File: src/rtl/etroc2_frame_receiver.sv
// ETROC2 receive path: self-synchronous descrambler (x^58+x^39+1), 8/16/32-to-40 gearbox
// and a sync-pattern bit-slip aligner that delivers 40-bit frames with a valid strobe.
//
// state     | meaning
// ST_HUNT   | searching; every non-matching frame slips the gearbox by one bit
// ST_VERIFY | pattern seen, counting consecutive matches up to LOCK_COUNT
// ST_LOCKED | aligned; counts frames since the last match, drops lock at MISS_LIMIT
module etroc2_frame_receiver #(
  parameter logic [15:0] SYNC_PATTERN = 16'h3C5C,
  parameter int unsigned LOCK_COUNT   = 8,
  parameter int unsigned MISS_LIMIT   = 64
) (
  input  logic        clk,
  input  logic        reset,
  input  logic [1:0]  dataRate,
  input  logic [31:0] din,
  output logic [39:0] frame,
  output logic        frameValid,
  output logic        locked,
  output logic [5:0]  slipCount,
  output logic [7:0]  lockLossCnt
);

  typedef enum logic [1:0] {
    ST_HUNT   = 2'd0,
    ST_VERIFY = 2'd1,
    ST_LOCKED = 2'd2
  } state_t;

  localparam logic [7:0] LOCK_CNT_L = 8'(LOCK_COUNT);
  localparam logic [7:0] MISS_LIM_L = 8'(MISS_LIMIT);

  logic [1:0]  rate_q;
  logic        rate_chg;
  logic [6:0]  w_in;

  logic [57:0] hist_q, hist_d;
  logic [31:0] desc_q, desc_d;
  logic [6:0]  desc_w_q;

  logic [71:0] gb_q, gb_d, gb_ext, gb_sh;
  logic [6:0]  gb_cnt_q, gb_cnt_d, gb_total, gb_need;
  logic        slip_pend_q, slip_pend_d, slip_eff;
  logic [39:0] pre_frame_q, pre_frame_d;
  logic        pre_valid_q, pre_valid_d;

  state_t      state_q, state_d;
  logic [7:0]  good_q, good_d;
  logic [7:0]  miss_q, miss_d;
  logic [5:0]  slip_q, slip_d;
  logic [7:0]  loss_q, loss_d;
  logic        slip_req;
  logic        match;

  logic [39:0] frame_q, frame_d;
  logic        frame_valid_q;

  assign rate_chg = (dataRate != rate_q);

  always_comb begin
    case (dataRate)
      2'b00:   w_in = 7'd8;
      2'b01:   w_in = 7'd16;
      default: w_in = 7'd32;
    endcase
  end

  // The word that carries a rate change is decoded against a cleared history.
  always_comb begin
    hist_d = rate_chg ? '0 : hist_q;
    desc_d = '0;
    for (int i = 31; i >= 0; i--) begin
      if (i < int'(w_in)) begin
        desc_d[i] = din[i] ^ hist_d[38] ^ hist_d[57];
        hist_d    = {hist_d[56:0], din[i]};
      end
    end
  end

  // Buffer is right-aligned: the oldest valid bit sits at gb_total-1.
  always_comb begin
    gb_ext      = (gb_q << desc_w_q) | {40'b0, desc_q};
    gb_total    = gb_cnt_q + desc_w_q;
    slip_eff    = slip_pend_q | slip_req;
    gb_need     = slip_eff ? 7'd41 : 7'd40;
    gb_d        = gb_ext;
    gb_cnt_d    = gb_total;
    gb_sh       = gb_ext;
    pre_frame_d = pre_frame_q;
    pre_valid_d = 1'b0;
    slip_pend_d = slip_eff;
    if (rate_chg) begin
      gb_d        = '0;
      gb_cnt_d    = '0;
      slip_pend_d = 1'b0;
    end else if (gb_total >= gb_need) begin
      gb_cnt_d    = gb_total - gb_need;
      gb_sh       = gb_ext >> gb_cnt_d;
      pre_frame_d = gb_sh[39:0];
      pre_valid_d = 1'b1;
      slip_pend_d = 1'b0;
    end
  end

  assign match = (pre_frame_q[39:38] == 2'b00) && (pre_frame_q[37:22] == SYNC_PATTERN);

  always_comb begin
    state_d  = state_q;
    good_d   = good_q;
    miss_d   = miss_q;
    slip_d   = slip_q;
    loss_d   = loss_q;
    slip_req = 1'b0;
    if (rate_chg) begin
      state_d = ST_HUNT;
      good_d  = '0;
      miss_d  = '0;
      if (state_q == ST_LOCKED && loss_q != 8'hFF) loss_d = loss_q + 8'd1;
    end else if (pre_valid_q) begin
      case (state_q)
        ST_HUNT: begin
          if (match) begin
            if (LOCK_COUNT == 1) begin
              state_d = ST_LOCKED;
              miss_d  = '0;
            end else begin
              state_d = ST_VERIFY;
              good_d  = 8'd1;
            end
          end else begin
            slip_req = 1'b1;
          end
        end
        ST_VERIFY: begin
          if (match) begin
            good_d = good_q + 8'd1;
            if (good_q + 8'd1 == LOCK_CNT_L) begin
              state_d = ST_LOCKED;
              miss_d  = '0;
            end
          end else begin
            state_d  = ST_HUNT;
            good_d   = '0;
            slip_req = 1'b1;
          end
        end
        ST_LOCKED: begin
          if (match) begin
            miss_d = '0;
          end else if (miss_q + 8'd1 == MISS_LIM_L) begin
            state_d = ST_HUNT;
            miss_d  = '0;
            good_d  = '0;
            if (loss_q != 8'hFF) loss_d = loss_q + 8'd1;
          end else begin
            miss_d = miss_q + 8'd1;
          end
        end
        default: state_d = ST_HUNT;
      endcase
    end
    if (slip_req) slip_d = (slip_q == 6'd39) ? 6'd0 : slip_q + 6'd1;
  end

  assign frame_d = (pre_valid_q && !rate_chg) ? pre_frame_q : frame_q;

  always_ff @(posedge clk or negedge reset) begin
    if (!reset) begin
      rate_q        <= 2'b00;
      hist_q        <= '0;
      desc_q        <= '0;
      desc_w_q      <= '0;
      gb_q          <= '0;
      gb_cnt_q      <= '0;
      slip_pend_q   <= 1'b0;
      pre_frame_q   <= '0;
      pre_valid_q   <= 1'b0;
      state_q       <= ST_HUNT;
      good_q        <= '0;
      miss_q        <= '0;
      slip_q        <= '0;
      loss_q        <= '0;
      frame_q       <= '0;
      frame_valid_q <= 1'b0;
    end else begin
      rate_q        <= dataRate;
      hist_q        <= hist_d;
      desc_q        <= desc_d;
      desc_w_q      <= w_in;
      gb_q          <= gb_d;
      gb_cnt_q      <= gb_cnt_d;
      slip_pend_q   <= slip_pend_d;
      pre_frame_q   <= pre_frame_d;
      pre_valid_q   <= pre_valid_d;
      state_q       <= state_d;
      good_q        <= good_d;
      miss_q        <= miss_d;
      slip_q        <= slip_d;
      loss_q        <= loss_d;
      frame_q       <= frame_d;
      frame_valid_q <= pre_valid_q & ~rate_chg;
    end
  end

  assign frame       = frame_q;
  assign frameValid  = frame_valid_q;
  assign locked      = (state_q == ST_LOCKED);
  assign slipCount   = slip_q;
  assign lockLossCnt = loss_q;

endmodule

File: config.mk
export PLATFORM = sky130hd
export DESIGN_NAME = etroc2_frame_receiver
export DESIGN_NICKNAME = d
export VERILOG_FILES = /design/src/rtl/etroc2_frame_receiver.sv
export SDC_FILE = /design/constraint.sdc
export NUM_CORES = 1
export LEC_CHECK = 0
export CORE_AREA = 5 5 258 160
export CTS_BUF_LIST = sky130_fd_sc_hd__clkbuf_8
export DETAILED_ROUTE_END_ITERATION = 6
export DIE_AREA = 0 0 263 165
export GPL_TIMING_DRIVEN = 0
export PLACE_DENSITY = 0.73
export REMOVE_ABC_BUFFERS = 1
export SLEW_MARGIN = 40
export SYNTH_ARGS = -nofsm -noshare
export SYNTH_HDL_FRONTEND = slang
export SYNTH_SLANG_ARGS = --single-unit
File: constraint.sdc
create_clock -name clk -period 9.4 [get_ports clk]
set_input_delay 1.88 -clock clk [delete_from_list [all_inputs] [get_ports clk]]
set_output_delay 1.88 -clock clk [all_outputs]
set_load 0.01 [all_outputs]
# Yosys cells after proc, flatten, opt, wreduce, memory -nomap -nowiden
# Index checks and enable logic that the tools add are counted.
totals:
  word_cells: 269
  input_bits: 36
  ff_bits: 293
  out_inout_bits: 56
op_classes:
  bitwise_logic: 68
  eq_ne: 17
  reduce_logical: 19
  order_cmp: 33
  addsub: 6
  mux: 108
  n_shift: 2
ops:
  columns: ["cell", "count"]
  rows:
  - ["2-to-1 mux 58 bit", 33]
  - ["2-to-1 mux 8 bit", 19]
  - ["less-than comparator 5 x 7 -> 1 bit (first input constant)", 16]
  - ["2-to-1 mux 72 bit", 1]
  - ["OR 72 x 32 -> 72 bit", 1]
  - ["left shift 72 x 7 -> 72 bit", 1]
  - ["right shift 72 x 7 -> 40 bit", 1]
  - ["XOR 1 bit", 64]
  - ["less-than comparator 4 x 7 -> 1 bit (first input constant)", 8]
  - ["2-to-1 mux 1 bit", 41]
  - ["less-than comparator 3 x 7 -> 1 bit (first input constant)", 4]
  - ["adder 8 x 1 -> 8 bit (second input constant)", 3]
  - ["one-hot mux 8 bit (3 select lines)", 1]
  - ["== test 16 x 14 -> 1 bit (second input constant)", 1]
  - ["one-hot mux 8 bit (2 select lines)", 1]
  - ["less-than comparator 1 x 7 -> 1 bit (first input constant)", 2]
  - ["less-than comparator 2 x 7 -> 1 bit (first input constant)", 2]
  - ["2-to-1 mux 2 bit", 7]
  - ["2-to-1 mux 7 bit", 2]
  - ["inequality test 3 bit (second input constant)", 4]
  - ["one-hot mux 6 bit (2 select lines)", 1]
  - ["AND reduction 5 bit", 2]
  - ["== test 8 x 4 -> 1 bit (second input constant)", 1]
  - ["== test 8 x 7 -> 1 bit (second input constant)", 1]
  - ["other kinds (28)", 36]

# Longest topological paths before layout
# Gate-level depths: netlist (run 1).
depth:
  word_depth: 37
  mapped_depth: 21
  ltp_nobuf: 15

# Worst setup path after synthesis (run 1)
# Ideal clock, no wire load.
synth_path:
  path_kind: "input to register"
  startpoint: "input port dataRate[0]"
  endpoint: "register pre_frame_q[11]"
  path_buffers: 3
  path_stages: 16
  arrival_time_ns: 6.058
  path_slack_ns: 3.211
  cell_sequence: "clkbuf_1 -> xnor2_1 -> and2_1 -> clkbuf_1 -> nand2_1 -> nor3_1 -> or2_2 -> ha_1 -> buf_2 -> mux4_2 -> mux2_2 -> mux4_2 -> a222oi_1 -> mux2i_1 -> a222oi_1 -> or3b_1"
synth_via:
  elab_chain_cells: 6
synth_lines:
  columns: ["element", "line_no", "rtl"]
  rows:
  - ["start, declared", "15", "input logic [1:0] dataRate,"]
  - ["inequality test 2 bit (*)", "58", "assign rate_chg = (dataRate != rate_q);"]
  - ["2-to-1 mux 1 bit", "114", "if (rate_chg) begin"]
  - ["OR 1 bit", "84", "slip_eff = slip_pend_q | slip_req;"]
  - ["2-to-1 mux 1 bit", "85", "gb_need = slip_eff ? 7'd41 : 7'd40;"]
  - ["subtractor 7 x 6 -> 7 bit / >= comparator 7 x 6 -> 1 bit (equally long branches)", "97, 96", null]
  - ["right shift 72 x 7 -> 40 bit / AND reduction 2 bit (equally long branches)", null, null]
  - ["end signal, assigned", "193", "pre_frame_q <= pre_frame_d;"]
  - ["end, declared", "44", "logic [39:0] pre_frame_q, pre_frame_d;"]
# Mark *: on every way between the ends. The rest lies on a longest branch, timed or not.
# A chain may end at the register's enable or synchronous reset.

# Worst setup path in the final report (run 1)
layout_path:
  startpoint: "input port dataRate[1]"
  endpoint: "register pre_frame_q[9]"
# The elaborated chain is that of the path after synthesis.

==> flow_metrics.py, run 1 <==
metrics = {
    "outcome": {
        "status": "complete, no violations",
    },
    "timing": {
        "slew_viol_final": 0,
        "final_hold_viol_count": 0,
        "timing.final.crit_share_pct": 92.47,
        "slew_headroom_pct": 31.59,
        "tightest_slew_ns": 0.9975,
        "fin_worst_skew_ns": 0.02351,
        "min_period_ns": 8.693,
        "finalSetupViolCount": 0,
        "rsz0062_at_grt": "no",
        "fmax_ghz": 0.1150,
        "holdWs_ns": 0.4973,
    },
    "global_routing": {
        "grt_usage_pct": 35.44,
        "grt_max_degree": 84,
        "grt_first_pass_wirelength_um": 118300,
        "grt_pass1_vias": 18330,
        "grt.overflow.total": 0,
        "antenna_found_initial": 3,
    },
    "hold_path": {
        "worstHoldStart": "pre_frame_q[16]$_DFFE_PN0P_",
        "hold_depth": 2,
        "min_to": "pre_frame_q[16]$_DFFE_PN0P_",
        "hold_class": "reg -> reg",
    },
    "layout": {
        "antenna_cells": 0,
        "finalNetCount": 2269,
        "area_growth_pct": 13.64,
        "postLayoutCellArea_mm2": 0.02376,
        "drive_above_1_share_pct": 16.53,
    },
    "critical_path": {
        "critPathLaunchType": "input pin",
        "critPathMaxStageDelay_ns": 0.81,
        "cp_num_buf_inv": 5,
        "cp_data_required_time_ns": 9.88,
        "ff2ff_path_depth": 17,
        "cp_max_fo": 83,
        "critPathKind": "in -> reg",
        "critPathSlowestCell": "nor3_2",
        "path_cells": "buf_8, buf_16, xnor2_1, and2_4, nand2_4, nor3_2, or2_2, ha_4, ha_4, buf_12, buf_12, clkinv_4, a2111oi_1, a2111oi_0, nor4_1, nor2_1, a311oi_2, a211o_1, o211ai_1",
        "r2r-start": "rate_q[0]$_DFF_PN0_",
        "crit_family": "simple AND/OR/NAND/NOR gates",
        "critPathCaptureType": "register",
        "regToRegSetupSlack_ns": 2.20,
        "arrival_ns": 9.18,
        "reg2reg_to": "pre_frame_q[9]$_DFFE_PN0P_",
    },
    "power_and_ir_drop": {
        "p_sw_mw": 2.456,
        "sw_frac_of_total_pct": 44.05,
        "clock_power_share_pct": 21.5,
        "p_int_mw": 3.120,
        "p_leak_nw": 10.00,
        "pwr_density_cell_mw_per_mm2": 234.7,
        "peakVddDrop_uv": 146.0,
        "p_comb_share_pct": 49.9,
        "seqPwrFrac_pct": 28.7,
    },
    "yosys": {
        "synthFlopType": "dfrtp_1",
        "synth_top_area_share_pct": 34.60,
        "netlist_top_cells_area": "dfrtp_1, mux4_2, mux2i_1, mux2_2, nor2_1",
        "synth_warnings": 0,
        "syn_avg_cell_area_um2": 9.472,
        "synth_edf_count": 0,
        "synth_area_mm2": 0.02090,
        "synth_common_cells": "dfrtp_1, nor2_1, mux2i_1",
        "yosysSeqAreaShare_pct": 34.60,
        "synth_seq_cells": 289,
        "yosysMostFrequentCell": "dfrtp_1",
        "synth_cell_types": 77,
        "async_reset_ff_share_pct": 100.0,
        "synth_top_area_cell": "dfrtp_1",
        "postSynthCellCount": 2207,
    },
    "floorplan": {
        "fp.dieW_um": 263,
        "io_pins": 92,
        "core_area_mm2": 0.03847,
        "die_y_um": 165,
        "die_area_mm2": 0.04340,
        "placement_rows": 56,
        "start_util_pct": 54.34,
    },
    "cts": {
        "cts_setup_buffers": 0,
        "cts-buffers-inserted": 46,
        "clock-sinks": 289,
        "cts.path.max_buffers": 3,
        "cts_hold_buf": 0,
        "cts_root_buf": "clkbuf_8",
        "clkTransAtPathRegs_ns": 0.06,
        "cts_tree": "built",
        "h-tree-depth": 2,
        "cts_resized": 0,
        "worstSkewPairLatency_ns": 0.63,
    },
    "route": {
        "drt-initial-drc-count": 2620,
        "wl_per_cell_um": 28.18,
        "wl_um": 78270,
        "via_per_inst": 6.937,
        "drt_pass1_iterations": 6,
        "via_count": 19270,
        "postRouteAntennaNets": 0,
        "drcViolationCount": 0,
    },
    "placed_design": {
        "place_area_mm2": 0.02272,
        "place_hpwl_um": 59170,
        "io_buffers": 91,
        "gp_congestion": 1.025,
    },
    "job": {
        "drv_cap": 0,
    },
}
state kept, by name, summed over array words and instances, names as in the netlist, 8 cells and up:
name,flops
good_q,8
hist_q,58
frame,40
miss_q,8
pre_frame_q,40
lockLossCnt,8
gb_q,72
desc_q,32
cell usage in the layout, fill, tap and decap left out, types with 13 or more instances in the layout:
master           Yosys  final
nor2b_1             19     18
mux4_2              90     90
o22ai_1             35     34
buf_12               0     14
a21boi_0            18     18
a211oi_1            21     21
nand3_1             58     58
xnor2_1             52     47
mux2i_1            185    182
nor3_1              30     25
dfrtp_1            289    286
nor2_1             273    270
clkbuf_8             0     58
a221oi_1            22     19
a21oi_1            121    118
a32oi_1             13     13
or3_1               21     21
and2_1              24     23
a22oi_1             29     29
o21ai_0             91     90
a221o_1             15     15
nand2b_1            13     13
inv_1               21     38
o31ai_1             32     31
clkdlybuf4s50_1      0     88
mux2_2              97     97
nand2_1            183    180
a31oi_1             19     19
buf_4                7     16
o211ai_1            36     36
layer usage:
| layer | wire length, um | global-route usage [%] | vias up |
|---|---|---|---|
| li1 | - | - | 8316 |
| met1 | 33890 | 52.56 | 9646 |
| met2 | 31230 | 48.27 | 1158 |
| met3 | 11380 | 15.01 | 148 |
| met4 | 1719 | 7.654 | 2 |
| met5 | 54 | 0 | - |
how the worst max path moves through the flow:
stage               cells past startpoint                          end   startpoint
finish                                 19   pre_frame_q[9]$_DFFE_PN0P_  dataRate[1]
global route                           19   pre_frame_q[9]$_DFFE_PN0P_  dataRate[1]
CTS                                    19   pre_frame_q[9]$_DFFE_PN0P_  dataRate[1]
detailed placement                     19   pre_frame_q[9]$_DFFE_PN0P_  dataRate[1]
global placement                       16   pre_frame_q[9]$_DFFE_PN0P_  dataRate[1]
floorplan                              15  pre_frame_q[21]$_DFFE_PN0P_  dataRate[1]
tightest hold or removal path: cells and delay by family (launching register included):
family | cells | cell delay [ns]
flops | 1 | 0.34
simple gates | 1 | 0.07
compound gates | 1 | 0.06
power groups by stage:
stage               logic [mW]  clock network, mW  registers (mW)
floorplan                 1.57                  0            1.59
CTS                       2.66               1.21            1.59
global placement          2.54                  0            1.62
finish                    2.78               1.20            1.60
detailed placement        2.65                  0            1.61
global route              2.91               1.27            1.62
final cells by class:
| cell class | instances | area [um^2] |
|---|---|---|
| multi-input cells | 1709 | 13040 |
| fillers | 3144 | 14710 |
| flip-flops and latches | 289 | 7243 |
| repair buffers | 147 | 1697 |
| inverters | 26 | 112.6 |
| clock buffers | 58 | 798.3 |
| well taps | 522 | 653.1 |
| clock inverters | 27 | 215.2 |
stage by stage:
| stage | power [mW] | utilization (%) | setup TNS (ns) | worst slack, ns | instances |
|---|---|---|---|---|---|
| floorplan | 3.163 | - | -18.27 | -0.8853 | 2024 |
| global placement | 4.163 | 56.33 | -2447.76 | -10.61 | 2637 |
| detailed placement | 4.260 | 59.06 | 0 | 0.4324 | 2693 |
| CTS | 5.460 | 61.70 | 0 | 0.9927 | 2778 |
| global route | 5.796 | 61.76 | 0 | 0.5089 | 2778 |
| finish | 5.575 | 61.76 | 0 | 0.7074 | 2778 |
logic make-up after synthesis:
group	share of synthesized area, %
and+or+nand+nor	14.64
muxes	23.96
xor gates and xnor gates	2.849
buffers and inverters	4.298
AOI/OAI and AO/OA	18.78
DFF	34.60
adders and majority gates	0.8739
(Power assumes the default switching activity.)
==> run 2: changes to the inputs <==
==> constraint.sdc (replaced) <==
create_clock -name clk -period 9.4 [get_ports clk]
set_input_delay 0.94 -clock clk [delete_from_list [all_inputs] [get_ports clk]]
set_output_delay 0.94 -clock clk [all_outputs]
set_load 0.01 [all_outputs]
==> results of run 2 <==
Same layout as run 1 (identical final DEF). Status: complete, no violations.
Among the figures that moved: setup slack after placement 0.4324 ns -> 1.372 ns; setup slack after layout 0.7074 ns -> 1.647 ns; hold slack 0.4973 ns -> 0.1744 ns
